`src/rtl/serial_add_sub_pkg.sv`:
```
// Shared types and constants for the digit-serial add/sub unit.
package serial_add_sub_pkg;

  typedef enum logic [1:0] {
    IDLE,
    BUSY,
    DONE
  } state_t;

  localparam logic MODE_ADD = 1'b0;
  localparam logic MODE_SUB = 1'b1;

endpackage

```
`src/rtl/serial_add_sub_unit_if.sv`:
```
// Operand/result handshake bundle between the operand source, the add/sub unit
// and the result consumer.
interface serial_add_sub_unit_if #(
  parameter int WIDTH = 16
);

  logic             in_valid;
  logic             in_ready;
  logic [WIDTH-1:0] a;
  logic [WIDTH-1:0] b;
  logic             mode;
  logic             out_valid;
  logic             out_ready;
  logic [WIDTH-1:0] result;
  logic             carry_out;
  logic             overflow;
  logic             zero;
  logic             negative;

  modport master (
    output in_valid, a, b, mode, out_ready,
    input  in_ready, out_valid, result, carry_out, overflow, zero, negative
  );

  modport slave (
    input  in_valid, a, b, mode, out_ready,
    output in_ready, out_valid, result, carry_out, overflow, zero, negative
  );

endinterface

```
`src/rtl/serial_add_sub_unit_digit_add_cell.sv`:
```
// One DIGIT-bit slice of a ripple adder; the serial unit reuses it every cycle.
module digit_add_cell #(
  parameter int DIGIT = 4
) (
  input  logic [DIGIT-1:0] x,
  input  logic [DIGIT-1:0] y,
  input  logic             cin,
  output logic [DIGIT-1:0] sum,
  output logic             cout,
  output logic             c_msb_in
);

  logic [DIGIT:0] full;

  assign full = {1'b0, x} + {1'b0, y} + {{DIGIT{1'b0}}, cin};
  assign sum  = full[DIGIT-1:0];
  assign cout = full[DIGIT];
  // The top sum bit is x ^ y ^ carry-in, so the carry into it falls back out.
  assign c_msb_in = x[DIGIT-1] ^ y[DIGIT-1] ^ sum[DIGIT-1];

endmodule

```
`src/rtl/serial_add_sub_unit.sv`:
```
// Digit-serial two's-complement adder/subtractor: DIGIT bits per clock, LSB first,
// with valid/ready on both sides and registered result plus C/V/Z/N flags.
module serial_add_sub_unit
  import serial_add_sub_pkg::*;
#(
  parameter int WIDTH = 16,
  parameter int DIGIT = 4
) (
  input logic           clk,
  input logic           rst,
  serial_add_sub_unit_if.slave bus
);

  localparam int NUM_DIGITS = WIDTH / DIGIT;
  localparam int CNT_W      = (NUM_DIGITS > 1) ? $clog2(NUM_DIGITS) : 1;

  generate
    if ((WIDTH % DIGIT) != 0 || DIGIT > WIDTH) begin : g_bad_params
      $error("serial_add_sub_unit: WIDTH must be a multiple of DIGIT and DIGIT <= WIDTH");
    end
  endgenerate

  state_t state, state_next;

  logic [WIDTH-1:0]       a_sh;
  logic [WIDTH-1:0]       b_sh;
  logic [WIDTH-1:0]       res_sh;
  logic                   mode_q;
  logic                   carry_q;
  logic [CNT_W-1:0]       digit_cnt;
  logic                   last_digit;

  logic [DIGIT-1:0]       x;
  logic [DIGIT-1:0]       y;
  logic [DIGIT-1:0]       sum;
  logic                   cout;
  logic                   c_msb_in;
  logic [WIDTH+DIGIT-1:0] res_cat;
  logic [WIDTH-1:0]       res_next;

  // Subtraction is A + ~B + 1: invert B per digit, the +1 is the seeded carry.
  assign x = a_sh[DIGIT-1:0];
  assign y = b_sh[DIGIT-1:0] ^ {DIGIT{mode_q == MODE_SUB}};

  digit_add_cell #(
    .DIGIT(DIGIT)
  ) u_cell (
    .x        (x),
    .y        (y),
    .cin      (carry_q),
    .sum      (sum),
    .cout     (cout),
    .c_msb_in (c_msb_in)
  );

  // New digits enter at the MSB end so the word is LSB-aligned after the last one.
  assign res_cat    = {sum, res_sh};
  assign res_next   = res_cat[WIDTH+DIGIT-1:DIGIT];
  assign last_digit = (digit_cnt == CNT_W'(NUM_DIGITS - 1));

  always_ff @(posedge clk or posedge rst) begin
    if (rst) begin
      state <= IDLE;
    end else begin
      state <= state_next;
    end
  end

  always_comb begin
    state_next    = state;
    bus.in_ready  = 1'b0;
    bus.out_valid = 1'b0;
    case (state)
      IDLE: begin
        bus.in_ready = 1'b1;
        if (bus.in_valid) state_next = BUSY;
      end
      BUSY: begin
        if (last_digit) state_next = DONE;
      end
      DONE: begin
        bus.out_valid = 1'b1;
        if (bus.out_ready) state_next = IDLE;
      end
      default: state_next = IDLE;
    endcase
  end

  // Visible result and flags only move on the final digit and hold until the next one.
  always_ff @(posedge clk or posedge rst) begin
    if (rst) begin
      a_sh          <= '0;
      b_sh          <= '0;
      res_sh        <= '0;
      mode_q        <= MODE_ADD;
      carry_q       <= 1'b0;
      digit_cnt     <= '0;
      bus.result    <= '0;
      bus.carry_out <= 1'b0;
      bus.overflow  <= 1'b0;
      bus.zero      <= 1'b0;
      bus.negative  <= 1'b0;
    end else begin
      case (state)
        IDLE: begin
          if (bus.in_valid) begin
            a_sh      <= bus.a;
            b_sh      <= bus.b;
            mode_q    <= bus.mode;
            carry_q   <= (bus.mode == MODE_SUB);
            digit_cnt <= '0;
            res_sh    <= '0;
          end
        end
        BUSY: begin
          a_sh      <= a_sh >> DIGIT;
          b_sh      <= b_sh >> DIGIT;
          res_sh    <= res_next;
          carry_q   <= cout;
          digit_cnt <= digit_cnt + CNT_W'(1);
          if (last_digit) begin
            bus.result    <= res_next;
            bus.carry_out <= cout;
            bus.overflow  <= cout ^ c_msb_in;
            bus.zero      <= (res_next == '0);
            bus.negative  <= res_next[WIDTH-1];
          end
        end
        default: ;
      endcase
    end
  end

endmodule

```
`src/flat_wrapper.sv`:
```
// flat-port wrapper written by rule: the top's interface ports become plain ports
module serial_add_sub_unit_flat import serial_add_sub_pkg::*;
#(
  parameter int WIDTH = 16,
  parameter int DIGIT = 4
)
  (clk, rst, bus_in_valid, bus_a, bus_b, bus_mode, bus_out_ready, bus_in_ready, bus_out_valid, bus_result, bus_carry_out, bus_overflow, bus_zero, bus_negative);
  serial_add_sub_unit_if #(.WIDTH(WIDTH)) bus_i ();
  input logic clk;
  input logic rst;
  input wire logic [$bits(bus_i.in_valid)-1:0] bus_in_valid;
  input wire logic [$bits(bus_i.a)-1:0] bus_a;
  input wire logic [$bits(bus_i.b)-1:0] bus_b;
  input wire logic [$bits(bus_i.mode)-1:0] bus_mode;
  input wire logic [$bits(bus_i.out_ready)-1:0] bus_out_ready;
  output wire logic [$bits(bus_i.in_ready)-1:0] bus_in_ready;
  output wire logic [$bits(bus_i.out_valid)-1:0] bus_out_valid;
  output wire logic [$bits(bus_i.result)-1:0] bus_result;
  output wire logic [$bits(bus_i.carry_out)-1:0] bus_carry_out;
  output wire logic [$bits(bus_i.overflow)-1:0] bus_overflow;
  output wire logic [$bits(bus_i.zero)-1:0] bus_zero;
  output wire logic [$bits(bus_i.negative)-1:0] bus_negative;
  assign bus_i.in_valid = bus_in_valid;
  assign bus_i.a = bus_a;
  assign bus_i.b = bus_b;
  assign bus_i.mode = bus_mode;
  assign bus_i.out_ready = bus_out_ready;
  assign bus_in_ready = bus_i.in_ready;
  assign bus_out_valid = bus_i.out_valid;
  assign bus_result = bus_i.result;
  assign bus_carry_out = bus_i.carry_out;
  assign bus_overflow = bus_i.overflow;
  assign bus_zero = bus_i.zero;
  assign bus_negative = bus_i.negative;
  serial_add_sub_unit #(.WIDTH(WIDTH), .DIGIT(DIGIT)) u_core (.clk(clk), .rst(rst), .bus(bus_i));
endmodule
```
`config.mk`:
```
export PLATFORM = sky130hd
export DESIGN_NAME = serial_add_sub_unit_flat
export DESIGN_NICKNAME = d
export VERILOG_FILES = /design/src/rtl/serial_add_sub_pkg.sv /design/src/rtl/serial_add_sub_unit_if.sv /design/src/rtl/serial_add_sub_unit_digit_add_cell.sv /design/src/rtl/serial_add_sub_unit.sv /design/src/flat_wrapper.sv
export SDC_FILE = /design/constraint.sdc
export NUM_CORES = 1
export LEC_CHECK = 0
export CAP_MARGIN = 20
export CORE_MARGIN = 4
export CORE_UTILIZATION = 45
export DETAILED_ROUTE_END_ITERATION = 8
export PLACE_DENSITY = 0.73
export SYNTH_ARGS = -nofsm -noshare
export SYNTH_HDL_FRONTEND = slang
export SYNTH_HIERARCHICAL = 1
export SYNTH_SLANG_ARGS = --single-unit
```
`constraint.sdc`:
```
create_clock -name clk -period 2.1 [get_ports clk]
set_clock_uncertainty 0.15 [all_clocks]
set_input_delay 0.42 -clock clk [delete_from_list [all_inputs] [get_ports clk]]
set_output_delay 0.42 -clock clk [all_outputs]
set_load 0.02 [all_outputs]
```
==> impl_results.md, run 1 <==
* DIE AREA at 0.00829 mm2
* Fraction of layout cells with a size suffix above 1 at 0.180
* Failing checks: negative setup slack
* Largest net degree at the start of global routing at 48
* Hpwl dp at 4.60 mm
* Synth Register Bits at 69
* Vias in the first global route at 2308
* CP Capture Type: register
* Critical path buffers and inverters at 2
* Fill cells at 545
* Total wire length at 6.39 mm
* Power Density at 1610 mW/mm2
* Row count at 30
* Max clock buf depth at 2
* Outcome: finished with violations
* Clock sinks at 69
* DIE WIDTH at 91.0 um
* Clk root buf: clkbuf_8
* Worst Tran Pin Value at 0.572 ns
* IO Count at 59
* Ys Warns at 6
* CP max stage delay at 0.52 ns
* MaxCap Viol Count at 0
* Syn_area_per_cell at 10.7 um2
* Cts bufs inserted at 9
* Initial Util at 0.459
* Synth unique cells at 28
* Core area at 0.00676 mm2
* Final min period at 2.10 ns
* Endpoints failing setup at 1
* Htree depth at 3
* Via count at 2281
* Commonest cells after routing, fill and taps aside: 68 x nand2_1, 68 x dfrtp_1, 56 x clkdlybuf4s50_1
* Drt drc at 0
* Post-layout util at 0.608
* Final Cell Area at 0.00411 mm2
* Highest fanout seen on the critical path at 2
* Crit path DAT at 2.22 ns
* Max-Slew Margin vs Limit at 0.618
* Slowest cell on crit path: fa_2
* Hold violation total from the final report at 0
* Crit start category: register
* Via/cell ratio at 5.16
* Fin crit share at 1.00
* Slew Viols, Final at 0
* Reg clk slew, reported paths at 0.07 ns
* Fmax at 0.476 GHz
* DR pass1 iterations at 5
* Hold Path Class: primary input to asynchronous set/reset pin
* First-pass GRT wire length at 10.8 mm
* Mapped Cells at 289
* RSZ-0062 raised after global routing: yes
* Crit-path cells: xor2_2, fa_2, inv_2, fa_2, inv_2, nor4_2, nand4_1, o21ai_1
* Net count after synthesis at 332
* Worst path top cell family by delay: adder cells
* Initial drt markers at 106
* N_diodes at 0
* Seq/Total Area, Yosys at 0.556
* Critical path type: register to register
* WL/cell at 14.5 um
* Placed cell area at 0.00386 mm2
* GR Util All Layers at 0.163
* Placed instance count at 423
* Non-filler cells, final at 442
* Worst vdd ir at 0.000777 V
* Clk Latency, worst-skew pair at 0.34 ns
* Setup ws final at -0.00230 ns
* Die height at 91.0 um
* Mapped Area at 0.00310 mm2
* Area growth from synthesis to layout at 32.4%
* Cts hold-fix bufs at 0
* CP Data Required Time at 2.22 ns
* Leakage at 1.80 nW
* CTS tree: built
* Antenna violations before repair at 0
* Post-route ant nets at 0
* Total power at 6.60 mW
* Grt ovf at 0
* Final #Nets at 400
* Pre-CTS worst setup slack at -0.133 ns
* IO buf count at 58
* Routability cong. at 0.846
-- synth_stat cells --
library cell  instances  area share
a21oi_1               1      0.0016
xnor2_1               2      0.0056
nor4_1                4      0.0081
inv_1                 7      0.0085
clkbuf_1              4      0.0048
mux2i_1              25       0.081
o21ai_0              41       0.066
clkbuf_2              1      0.0016
nand3b_1              2      0.0048
nand2b_1              3      0.0060
o21ai_1               9       0.015
a221o_1               1      0.0032
buf_2                10       0.016
nand4_1               1      0.0020
nand2_1              69       0.083
dfrtp_1              69        0.56
xor2_1                5       0.014
nor3b_1               1      0.0024
fa_1                  2       0.013
nor2b_1               2      0.0040
mux2_2               18       0.065
nor3b_2               1      0.0040
ha_1                  4       0.016
buf_8                 1      0.0048
buf_6                 1      0.0036
nor2_1                2      0.0024
buf_4                 2      0.0048
nand3_1               1      0.0016
-- flip-flops by register name, summed over array words and instances, names as in the netlist, 2 cells and up --
| register | cells |
|---|---|
| u_core/a_sh | 16 |
| u_core/digit_cnt | 2 |
| u_core/state | 2 |
| u_core/res_sh | 12 |
| u_core/b_sh | 16 |
| u_core/bus.result | 15 |
-- layer usage --
metal  wire, um  part of all wire  vias up  global-route usage
li1           -                 -     1112                   -
met1       2920              0.46     1103               0.210
met2       3070              0.48       51               0.262
met3        226             0.035       15              0.0265
met4        174             0.027        0              0.0867
met5          0                 0        -                   0
-- through the flow --
step / hold slack, ns / setup TNS [ns]
global placement: 0.309 / -0.0250
detailed placement: 0.314 / -0.181
floorplan: 0.299 / -0.0588
CTS: 0.326 / -0.193
finish: 0.328 / -0.00230
global route: 0.350 / -0.349
-- path summary, 6_finish.rpt --
path / start / endpoint / slack [ns] / cells after the start
worst min register to register: u_core/a_sh[12]$_DFFE_PP0P_ / u_core/a_sh[8]$_DFFE_PP0P_ / 0.33 / 2
min in group clk: u_core/a_sh[12]$_DFFE_PP0P_ / u_core/a_sh[8]$_DFFE_PP0P_ / 0.33 / 2
worst max-delay path: u_core/b_sh[0]$_DFFE_PP0P_ / u_core/bus.zero$_DFFE_PP0P_ / -0.002 / 8
worst max register to register: u_core/b_sh[0]$_DFFE_PP0P_ / u_core/bus.zero$_DFFE_PP0P_ / -0.002 / 8
worst min-delay path: rst / u_core/bus.result[2]$_DFFE_PP0P_ / 0.33 / 3
max in group asynchronous: rst / u_core/state[1]$_DFFE_PP0P_ / 1.20 / 3
-- worst reg2reg max path: cells and delay by family (launching register included) --
family | cells | cell delay [ns]
buffers and inverters | 2 | 0.09
xor gates and xnor gates | 1 | 0.19
DFF | 1 | 0.41
adders and majority gates | 2 | 0.75
AOI/OAI and AO/OA | 1 | 0.13
and+or+nand+nor | 2 | 0.33
-- layout make-up --
type	instances	area, um2	area share
Timing Repair Buffer	76	767	0.187
Inverter	7	30.0	0.00731
Clock buffer	11	141	0.0344
Sequential cell	69	1730	0.421
Tap cell	80	100	0.0244
Clock inverter	5	50.0	0.0122
Multi-Input combinational cell	194	1290	0.315
-- logic make-up after synthesis --
group | synth area share
mux | 0.146
buf+inv | 0.0444
fa+ha+maj | 0.0290
simple gates | 0.119
xor+xnor | 0.0198
flops | 0.556
compound gates | 0.0855
-- power breakdown --
part	switching, mW	internal [mW]	total, mW
logic	1.69	1.60	3.29
registers	0.377	1.88	2.25
clock network	0.482	0.573	1.06
-- timing repair --
action,in CTS,in global routing
gates cloned,0,0
gates resized for setup,8,7
pin swaps,5,5
buffers inserted,2,1
endpoints found under the setup margin,4,10
Note: power is estimated with default switching activity, not from simulation.
==> inputs of run 2 (changes only) <==
Settings changed: CORE_MARGIN 4 to not set.
==> impl_results.md, run 2 (synthesis results as in run 1) <==
* Non-filler cells, final at 439 (-0.68%)
* Worst Tran Pin Value at 0.368 ns (-0.204 ns)
* Final setup TNS at -0.182 ns (-0.180 ns)
* IO Count at 59 (unchanged)
* Row count at 29 (-3.3%)
* Cts hold-fix bufs at 0 (unchanged)
* Fmax at 0.456 GHz (-4.1%)
* Via/cell ratio at 5.15 (-0.24%)
* Fin crit share at 1.04 (+0.0426)
* Drt drc at 0 (unchanged)
* Total power at 6.69 mW (+1.3%)
* Fraction of layout cells with a size suffix above 1 at 0.177 (-0.00276)
* Critical path type: register to register
* Slew Viols, Final at 0 (unchanged)
* CP Capture Type: register
* Antenna violations before repair at 0 (unchanged)
* Worst r2r dst: u_core/bus.zero$_DFFE_PP0P_
* Reg2Reg Depth at 8 (unchanged)
* Commonest cells after routing, fill and taps aside: 69 x nand2_1, 69 x dfrtp_1, 57 x clkdlybuf4s50_1
* Clock sinks at 69 (unchanged)
* Max-Slew Margin vs Limit at 0.754 (+0.137)
* WHS at 0.331 ns (+0.00219 ns)
* Fill cells at 516 (-5.3%)
* DR pass1 iterations at 4 (-1)
* Initial drt markers at 198 (+87%)
* Initial Util at 0.478 (+0.0185)
* Largest net degree at the start of global routing at 70 (+46%)
* Highest fanout seen on the critical path at 4 (+2)
* Grt ovf at 0 (unchanged)
* WL/cell at 14.6 um (+1.1%)
* Max clock buf depth at 2 (unchanged)
* FF-to-FF Start: u_core/mode_q$_DFFE_PP0P_
* Power Density at 1620 mW/mm2 (+0.77%)
* Endpoints failing setup at 3 (+2)
* N_diodes at 0 (unchanged)
* Core area at 0.00649 mm2 (-3.9%)
* Hold violation total from the final report at 0 (unchanged)
* Hpwl dp at 4.45 mm (-3.3%)
* Worst vdd ir at 0.000764 V (-1.6%)
* IO buf count at 58 (unchanged)
* DIE WIDTH at 85.0 um (-6.6%)
* RSZ-0062 raised after global routing: yes
* Crit start category: register
* Area growth from synthesis to layout at 33.1%
* Final #Nets at 401 (+0.25%)
* Largest regs: u_core/a_sh x16, u_core/b_sh x16, u_core/bus.result x15
* Placed instance count at 423 (unchanged)
* GR Util All Layers at 0.197 (+0.0340)
* CTS tree: built
* Die height at 85.0 um (-6.6%)
* Final min period at 2.19 ns (+0.0895 ns)
* Via count at 2260 (-0.92%)
* Min-delay src: u_core/a_sh[6]$_DFFE_PP0P_
* Clk root buf: clkbuf_8
* Setup ws final at -0.0918 ns (-0.0895 ns)
* Post-layout util at 0.636 (+0.0280)
* Crit path DAT at 2.31 ns (+0.09 ns)
* Hold EP: u_core/a_sh[2]$_DFFE_PP0P_
* Htree depth at 3 (unchanged)
* Leakage at 1.80 nW (+0.13%)
* Hold Path Class: register to register
* Cts bufs inserted at 9 (unchanged)
* Failing checks: negative setup slack
* Vias in the first global route at 2284 (-1.0%)
* First-pass GRT wire length at 11.0 mm (+1.7%)
* CP Data Required Time at 2.22 ns (about the same)
* Outcome: finished with violations
* Reg clk slew, reported paths at 0.07 ns (about the same)
* Total wire length at 6.42 mm (+0.42%)
* Post-route ant nets at 0 (unchanged)
* MaxCap Viol Count at 0 (unchanged)
* Clk Latency, worst-skew pair at 0.34 ns (about the same)
* DIE AREA at 0.00723 mm2 (-13%)
* Hold Crit Depth at 2
* R2R Setup Slk at -0.09 ns (-0.09 ns)
* Routability cong. at 0.781 (-7.6%)
[run 2: cell type report]
type / instances / area [um2] / area share
Clock inverter: 4 / 72.6 / 0.0176
Timing Repair Buffer: 77 / 772 / 0.187
Multi-Input combinational cell: 194 / 1290 / 0.313
Sequential cell: 69 / 1730 / 0.418
Clock buffer: 11 / 141 / 0.0342
Tap cell: 77 / 96.3 / 0.0233
Inverter: 7 / 30.0 / 0.00727
[run 2: what timing repair did]
item,in CTS,in global routing
setup endpoints to repair,5,5
resized for setup,6,5
buffers inserted,0,1
pin swaps,0,6
[run 2: worst max-delay path, stage by stage, from the launching register on]
cell and delay [ns]:
dfrtp_1 0.41, buf_4 0.17, xor2_2 0.16, inv_1 0.10, fa_2 0.58, inv_2 0.04
nor4_2 0.27, nand4_1 0.10, o21ai_1 0.14
[run 2: worst max path at each step]
stage	slack (ns)	start	to	cells after the start
2_1_floorplan	-0.06	u_core/mode_q$_DFFE_PP0P_	u_core/bus.zero$_DFFE_PP0P_	9
3_5_place_dp	-0.11	u_core/mode_q$_DFFE_PP0P_	u_core/bus.zero$_DFFE_PP0P_	8
6_report	-0.09	u_core/mode_q$_DFFE_PP0P_	u_core/bus.zero$_DFFE_PP0P_	8
3_3_place_gp	-0.04	u_core/b_sh[0]$_DFFE_PP0P_	u_core/bus.zero$_DFFE_PP0P_	8
4_1_cts	-0.05	u_core/b_sh[0]$_DFFE_PP0P_	u_core/carry_q$_DFFE_PP0P_	8
5_1_grt	-0.21	u_core/mode_q$_DFFE_PP0P_	u_core/bus.zero$_DFFE_PP0P_	8
[run 2: through the flow]
stage	instance area, um2	setup slack (ns)
final	4130	-0.0918
after global routing	4130	-0.207
after CTS	4100	-0.0493
after detailed placement	3880	-0.112
after global placement	3880	-0.0388
after floorplan	3120	-0.0588
[run 2: where the power goes]
| group | total (mW) | internal, mW | leakage [nW] | switching [mW] |
|---|---|---|---|---|
| Clock | 1.17 | 0.693 | 0.105 | 0.479 |
| Combinational | 3.27 | 1.56 | 0.806 | 1.71 |
| Sequential | 2.24 | 1.88 | 0.890 | 0.368 |
| Total | 6.69 | 4.13 | 1.80 | 2.56 |
[run 2: metal layers]
layer | vias to the layer above | track usage | share of wire | wire length, um
li1 | 1110 | - | - | -
met1 | 1100 | 0.276 | 0.49 | 3130
met2 | 40 | 0.309 | 0.47 | 2990
met3 | 10 | 0.0292 | 0.029 | 186
met4 | 0 | 0.0786 | 0.017 | 112
met5 | - | 0 | 0 | 0
